**config.mk**
```make
export PLATFORM = sky130hd
export DESIGN_NAME = keypad_scanner
export DESIGN_NICKNAME = d
export VERILOG_FILES = /design/src/rtl/keypad_scanner_pkg.sv /design/src/rtl/keypad_scanner_row_sync.sv /design/src/rtl/keypad_scanner.sv
export SDC_FILE = /design/constraint.sdc
export NUM_CORES = 1
export LEC_CHECK = 0
export ABC_AREA = 1
export BUFFER_PORTS_ARGS = -buffer_cell sky130_fd_sc_hd__buf_2
export CORE_MARGIN = 5
export CORE_UTILIZATION = 66
export CTS_CLUSTER_SIZE = 10
export DETAILED_ROUTE_END_ITERATION = 16
export PLACE_DENSITY = 0.86
export SETUP_SLACK_MARGIN = 0.4
export SYNTH_ARGS = -nofsm -noshare
export SYNTH_HDL_FRONTEND = slang
export SYNTH_SLANG_ARGS = --single-unit
export TNS_END_PERCENT = 1
```
**constraint.sdc**
```tcl
create_clock -name clk -period 15.8 [get_ports clk]
set_input_delay 1.58 -clock clk [delete_from_list [all_inputs] [get_ports clk]]
set_output_delay 1.58 -clock clk [all_outputs]
set_load 0.05 [all_outputs]
```
**src/rtl/keypad_scanner_pkg.sv**
```systemverilog
// Shared keypad definitions: FSM states, frame classes and the Pmod KYPD key map,
// so the display path and any later keypad consumer decode keys identically.
package keypad_scanner_pkg;

   typedef enum logic [1:0] {
      ST_IDLE,
      ST_DEBOUNCE,
      ST_PRESSED,
      ST_RELEASE
   } scanState_t;

   typedef enum logic [1:0] {
      FR_NONE,
      FR_SINGLE,
      FR_MULTI
   } frameClass_t;

   // Nibble (row*4 + col) holds the hex code printed on that key.
   localparam logic [63:0] KEY_MAP = 64'hDEF0_C987_B654_A321;

   function automatic logic [3:0] keyCode(input logic [1:0] rowIdx, input logic [1:0] colIdx);
      logic [5:0] base;
      base = {rowIdx, colIdx, 2'b00};
      return KEY_MAP[base +: 4];
   endfunction

endpackage

```
**src/rtl/keypad_scanner_row_sync.sv**
```systemverilog
// Two-flop synchronizer for the four asynchronous, active-low keypad row lines.
module row_sync (
   input  logic       clk,
   input  logic       rst_n,
   input  logic [3:0] i_row,
   output logic [3:0] o_row
);

   logic [3:0] r_meta;
   logic [3:0] r_sync;

   always_ff @(posedge clk) begin
      if (!rst_n) begin
         r_meta <= 4'b1111;
         r_sync <= 4'b1111;
      end else begin
         r_meta <= i_row;
         r_sync <= r_meta;
      end
   end

   assign o_row = r_sync;

endmodule

```
**src/rtl/keypad_scanner.sv**
```systemverilog
// 4x4 matrix keypad scanner: column scan, frame classification, debounce FSM
// and a four-deep digit history feeding the seven-segment driver.
module keypad_scanner
   import keypad_scanner_pkg::*;
#(
   parameter int SCAN_DIV        = 100000,
   parameter int DEBOUNCE_FRAMES = 4
) (
   input  logic        clk,
   input  logic        rst_n,
   input  logic [3:0]  row,
   output logic [3:0]  col,
   output logic [3:0]  key,
   output logic        key_valid,
   output logic        key_held,
   output logic [15:0] digits
);

   localparam int DWELL_W = $clog2(SCAN_DIV);
   localparam int CNT_W   = $clog2(DEBOUNCE_FRAMES + 1);

   logic [3:0]         w_row;
   logic [DWELL_W-1:0] r_dwell;
   logic [1:0]         r_colIdx;
   logic [3:0]         r_colSamp [4];
   logic               r_evalPending;
   logic               w_sampleNow;

   row_sync u_rowSync (
      .clk   (clk),
      .rst_n (rst_n),
      .i_row (row),
      .o_row (w_row)
   );

   assign w_sampleNow = (r_dwell == DWELL_W'(SCAN_DIV - 1));

   // Samples are stored active-high (1 = key closed) per column; the frame is
   // complete after the column-3 sample and evaluated on the following cycle.
   always_ff @(posedge clk) begin
      if (!rst_n) begin
         r_dwell       <= '0;
         r_colIdx      <= 2'd0;
         r_evalPending <= 1'b0;
         for (int c = 0; c < 4; c++) r_colSamp[c] <= 4'b0000;
      end else begin
         r_evalPending <= 1'b0;
         if (w_sampleNow) begin
            r_dwell              <= '0;
            r_colIdx             <= r_colIdx + 2'd1;
            r_colSamp[r_colIdx]  <= ~w_row;
            r_evalPending        <= (r_colIdx == 2'd3);
         end else begin
            r_dwell <= r_dwell + DWELL_W'(1);
         end
      end
   end

   assign col = ~(4'b0001 << r_colIdx);

   logic [4:0]  w_hits;
   logic [1:0]  w_hitRow;
   logic [1:0]  w_hitCol;
   frameClass_t w_frameClass;
   logic [3:0]  w_frameKey;

   always_comb begin
      w_hits   = 5'd0;
      w_hitRow = 2'd0;
      w_hitCol = 2'd0;
      for (int c = 0; c < 4; c++) begin
         for (int r = 0; r < 4; r++) begin
            if (r_colSamp[c][r]) begin
               w_hits   = w_hits + 5'd1;
               w_hitRow = 2'(r);
               w_hitCol = 2'(c);
            end
         end
      end
      if (w_hits == 5'd0)      w_frameClass = FR_NONE;
      else if (w_hits == 5'd1) w_frameClass = FR_SINGLE;
      else                     w_frameClass = FR_MULTI;
      w_frameKey = keyCode(w_hitRow, w_hitCol);
   end

   scanState_t  r_state, w_stateNext;
   logic [CNT_W-1:0] r_cnt, w_cntNext, w_cntInc;
   logic [3:0]  r_cand, w_candNext;
   logic [3:0]  r_key, w_keyNext;
   logic        r_keyValid, w_keyValidNext;
   logic        r_keyHeld, w_keyHeldNext;
   logic [15:0] r_digits, w_digitsNext;
   logic        w_accept, w_release, w_single;

   always_ff @(posedge clk) begin
      if (!rst_n) begin
         r_state    <= ST_IDLE;
         r_cnt      <= '0;
         r_cand     <= 4'h0;
         r_key      <= 4'h0;
         r_keyValid <= 1'b0;
         r_keyHeld  <= 1'b0;
         r_digits   <= 16'h0000;
      end else begin
         r_state    <= w_stateNext;
         r_cnt      <= w_cntNext;
         r_cand     <= w_candNext;
         r_key      <= w_keyNext;
         r_keyValid <= w_keyValidNext;
         r_keyHeld  <= w_keyHeldNext;
         r_digits   <= w_digitsNext;
      end
   end

   // The FSM only moves on evaluation cycles; accept/release are shared actions
   // reached either from the debounce states or directly when one frame suffices.
   always_comb begin
      w_stateNext    = r_state;
      w_cntNext      = r_cnt;
      w_candNext     = r_cand;
      w_keyNext      = r_key;
      w_keyValidNext = 1'b0;
      w_keyHeldNext  = r_keyHeld;
      w_digitsNext   = r_digits;
      w_accept       = 1'b0;
      w_release      = 1'b0;
      w_cntInc       = r_cnt + CNT_W'(1);
      w_single       = (w_frameClass == FR_SINGLE);

      if (r_evalPending) begin
         case (r_state)
            ST_IDLE: begin
               if (w_single) begin
                  w_candNext = w_frameKey;
                  w_cntNext  = CNT_W'(1);
                  if (DEBOUNCE_FRAMES == 1) w_accept    = 1'b1;
                  else                      w_stateNext = ST_DEBOUNCE;
               end
            end
            ST_DEBOUNCE: begin
               if (!w_single) begin
                  w_stateNext = ST_IDLE;
               end else if (w_frameKey == r_cand) begin
                  w_cntNext = w_cntInc;
                  if (w_cntInc == CNT_W'(DEBOUNCE_FRAMES)) w_accept = 1'b1;
               end else begin
                  w_candNext = w_frameKey;
                  w_cntNext  = CNT_W'(1);
               end
            end
            ST_PRESSED: begin
               if (w_frameClass == FR_NONE) begin
                  w_cntNext = CNT_W'(1);
                  if (DEBOUNCE_FRAMES == 1) w_release   = 1'b1;
                  else                      w_stateNext = ST_RELEASE;
               end
            end
            ST_RELEASE: begin
               if (w_single && (w_frameKey == r_key)) begin
                  w_stateNext = ST_PRESSED;
               end else begin
                  w_cntNext = w_cntInc;
                  if (w_cntInc == CNT_W'(DEBOUNCE_FRAMES)) w_release = 1'b1;
               end
            end
            default: w_stateNext = ST_IDLE;
         endcase
      end

      if (w_accept) begin
         w_keyNext      = w_frameKey;
         w_keyValidNext = 1'b1;
         w_digitsNext   = {r_digits[11:0], w_frameKey};
         w_keyHeldNext  = 1'b1;
         w_stateNext    = ST_PRESSED;
      end
      if (w_release) begin
         w_keyHeldNext = 1'b0;
         w_stateNext   = ST_IDLE;
      end
   end

   assign key       = r_key;
   assign key_valid = r_keyValid;
   assign key_held  = r_keyHeld;
   assign digits    = r_digits;

endmodule
```
==> impl_metrics.ini <==
[run]
maxCapViolCount = 0

[sta]
tightest_slew_ns = 0.766
relSlewSlack = 0.485
rsz0062_at_grt = no
setup_violations = 0
setup_slack_ns = 7.36
tns_ns = 0
fmax_mhz = 118
slew_viol_final = 0
hold_viol = 0
finClkSkew_ns = 0.00623
min_period_over_period = 0.534
post-route-min-period_ns = 8.44

[logic_synthesis]
netlist_area_um2 = 4910
ys_ff_latch = 71
netlist_instances = 740
ys_warn_count = 0
synth_top_area_frac = 0.224
yosysSeqAreaShare = 0.322
ys_top_cells_by_area = dfxtp_1 22%, nand2_1 14%, edfxtp_1 9.8%
ys_types = 42
synth_fp_nets = 771
post_synth.cell_area_avg_um2 = 6.64
synth.largest_area_cell = dfxtp_1

[routing]
route.detailed.drc = 0
via_per_inst = 5.11
wire_per_inst_um = 10.5
ant_nets = 0
first_iter_violations = 143
drtPass1Iterations = 5
vias = 4475
wl_um = 9220

[setup_path]
crit_top_cell = nand2_1
worst-path-buf-inv = 7
worstSetupEndpointType = flip-flop
start_kind = flip-flop
cp.required_ns = 16.06
slowest_delay_ns = 0.39
crit_family = adder cells
crit_fanout = 19
arrival_ns = 8.70
critical-path-slowest-cell = edfxtp_1
path_class = flip-flop to flip-flop

[global_route]
grt_usage = 0.217
groute.layer.met2.usage = 0.404
grt_max_degree = 29
grt_pass1_vias = 4245
antenna_found_initial = 0
grt_pass1_wl_um = 16500
busiest_layer = met2
grt_overflow = 0
grt_use_met1 = 0.249
gr-usage-met3 = 0.0367

[floorplanning]
rows = 31
start_util = 0.677
core_area_um2 = 7250
die_x_um = 96.3
ioPinCount = 32
die_h_um = 96.3
dieArea_um2 = 9270

[clocking]
cts_tree = done
insertion_delay_ns = 0.34
postCtsSetupBuffers = 0
cts_made_buffers = 9
clkTransAtPathRegs_ns = 0.07
postCtsHoldBufs = 0
cts_buffer_depth = 2
clock-sinks = 71
root_buffer = clkbuf_8
cts-resized-gates = 0
cts-htree-levels = 3

[power]
power_density_nw_per_um2 = 88.1
peakVddDrop_mv = 0.0783
leakage_nw = 2.86

[outcome]
status = finished, final reports clean

[place]
dpl_cell_area_um2 = 5130
port_buffers = 31
dp_slack_ns = 7.33
gp_congestion = 0.857
hpwlAfterDp_um = 7250

[layout]
drive_gt1_frac = 0.155
layout_common_cells = 185 x nand2_1, 117 x inv_1, 99 x nor2_1
final_common_cell = nand2_1
design_area_um2 = 5310
fillers = 575
multi_input_area_um2 = 2800
area_growth_pct = 8.15
diodes = 0
seq_area_um2 = 1580
layout.nets = 802

[hold_path]
hp-class = flip-flop to flip-flop
## where the power goes
group          leakage (nW)  total, mW  internal [mW]  switching [mW]
Sequential            0.602      0.193          0.189         0.00382
Clock                0.0958      0.133         0.0711          0.0621
Combinational          2.16      0.143         0.0500          0.0927
Total                  2.86      0.468          0.310           0.159
## per-stage QoR
| step | cells | util | power (mW) | hold slack, ns |
|---|---|---|---|---|
| 2_1_floorplan | 740 | - | 0.316 | 0.393 |
| 3_3_place_gp | 859 | 0.707 | 0.332 | 0.395 |
| 3_5_place_dp | 859 | 0.707 | 0.339 | 0.397 |
| 4_1_cts | 875 | 0.733 | 0.471 | 0.413 |
| 5_1_grt | 875 | 0.733 | 0.504 | 0.424 |
| 6_report | 875 | 0.733 | 0.468 | 0.414 |
## final timing paths
path / startpoint / depth (start not counted) / to / slack [ns]
setup / recovery: r_colSamp[0][1]$_SDFFCE_PN0P_ / 54 / digits[4]$_SDFFE_PN0P_ / 7.36
hold / removal: u_rowSync.r_meta[0]$_SDFF_PN1_ / 1 / u_rowSync.o_row[0]$_SDFF_PN1_ / 0.41
setup reg to reg: r_colSamp[0][1]$_SDFFCE_PN0P_ / 54 / digits[4]$_SDFFE_PN0P_ / 7.36
hold reg to reg: u_rowSync.r_meta[0]$_SDFF_PN1_ / 1 / u_rowSync.o_row[0]$_SDFF_PN1_ / 0.41
## logic make-up (layout without fill, tap and decap cells)
| kind of cell | after synthesis | count (layout) | synth area share |
|---|---|---|---|
| DFF | 71 | 71 | 0.322 |
| AOI/OAI and AO/OA | 70 | 70 | 0.0795 |
| buffers and inverters | 135 | 171 | 0.109 |
| xor gates and xnor gates | 11 | 11 | 0.0196 |
| and+or+nand+nor | 428 | 428 | 0.407 |
| adders and majority gates | 25 | 25 | 0.0637 |
## area by class of cell
class | count | area share
flip-flops and latches | 71 | 0.298
inverters | 124 | 0.0881
clock buffers | 14 | 0.0327
well taps | 99 | 0.0233
repair buffers | 31 | 0.0292
multi-input cells | 534 | 0.526
clock inverters | 2 | 0.00259
## cell usage after synthesis, drive strengths merged
| master | number |
|---|---|
| nor3b | 2 |
| o22ai | 1 |
| nand3b | 6 |
| inv | 124 |
| xnor2 | 2 |
| nand3 | 64 |
| o31ai | 1 |
| buf | 7 |
| nand4 | 6 |
| nor3 | 8 |
| ha | 25 |
| clkbuf | 4 |
| a211oi | 3 |
| o21bai | 1 |
| o21ai | 28 |
| nor2 | 103 |
| xor2 | 9 |
| or2 | 12 |
| o211ai | 3 |
| a21oi | 26 |
| a31o | 1 |
| edfxtp | 16 |
| nand2 | 222 |
| dfxtp | 55 |
| a21boi | 3 |
| nor4 | 3 |
| o21a | 3 |
| and3 | 2 |
## registers in the layout, summed over array words and instances (netlist names)
name and count:
u_rowSync.o_row 4, r_colIdx 2, r_colSamp 16, digits 13, key 3, key_valid 1, key_held 1, r_cnt 3
r_evalPending 1, r_dwell 17, u_rowSync.r_meta 4, r_state 2, r_cand 4
## per-layer routing
metal | up-vias | routed length, um | share of wire
met5 | - | 0 | 0
met4 | 0 | 60 | 0.0065
met3 | 6 | 337 | 0.037
met2 | 74 | 4600 | 0.50
met1 | 2010 | 4230 | 0.46
li1 | 2385 | - | -
Power figures use the tool's default switching activity.
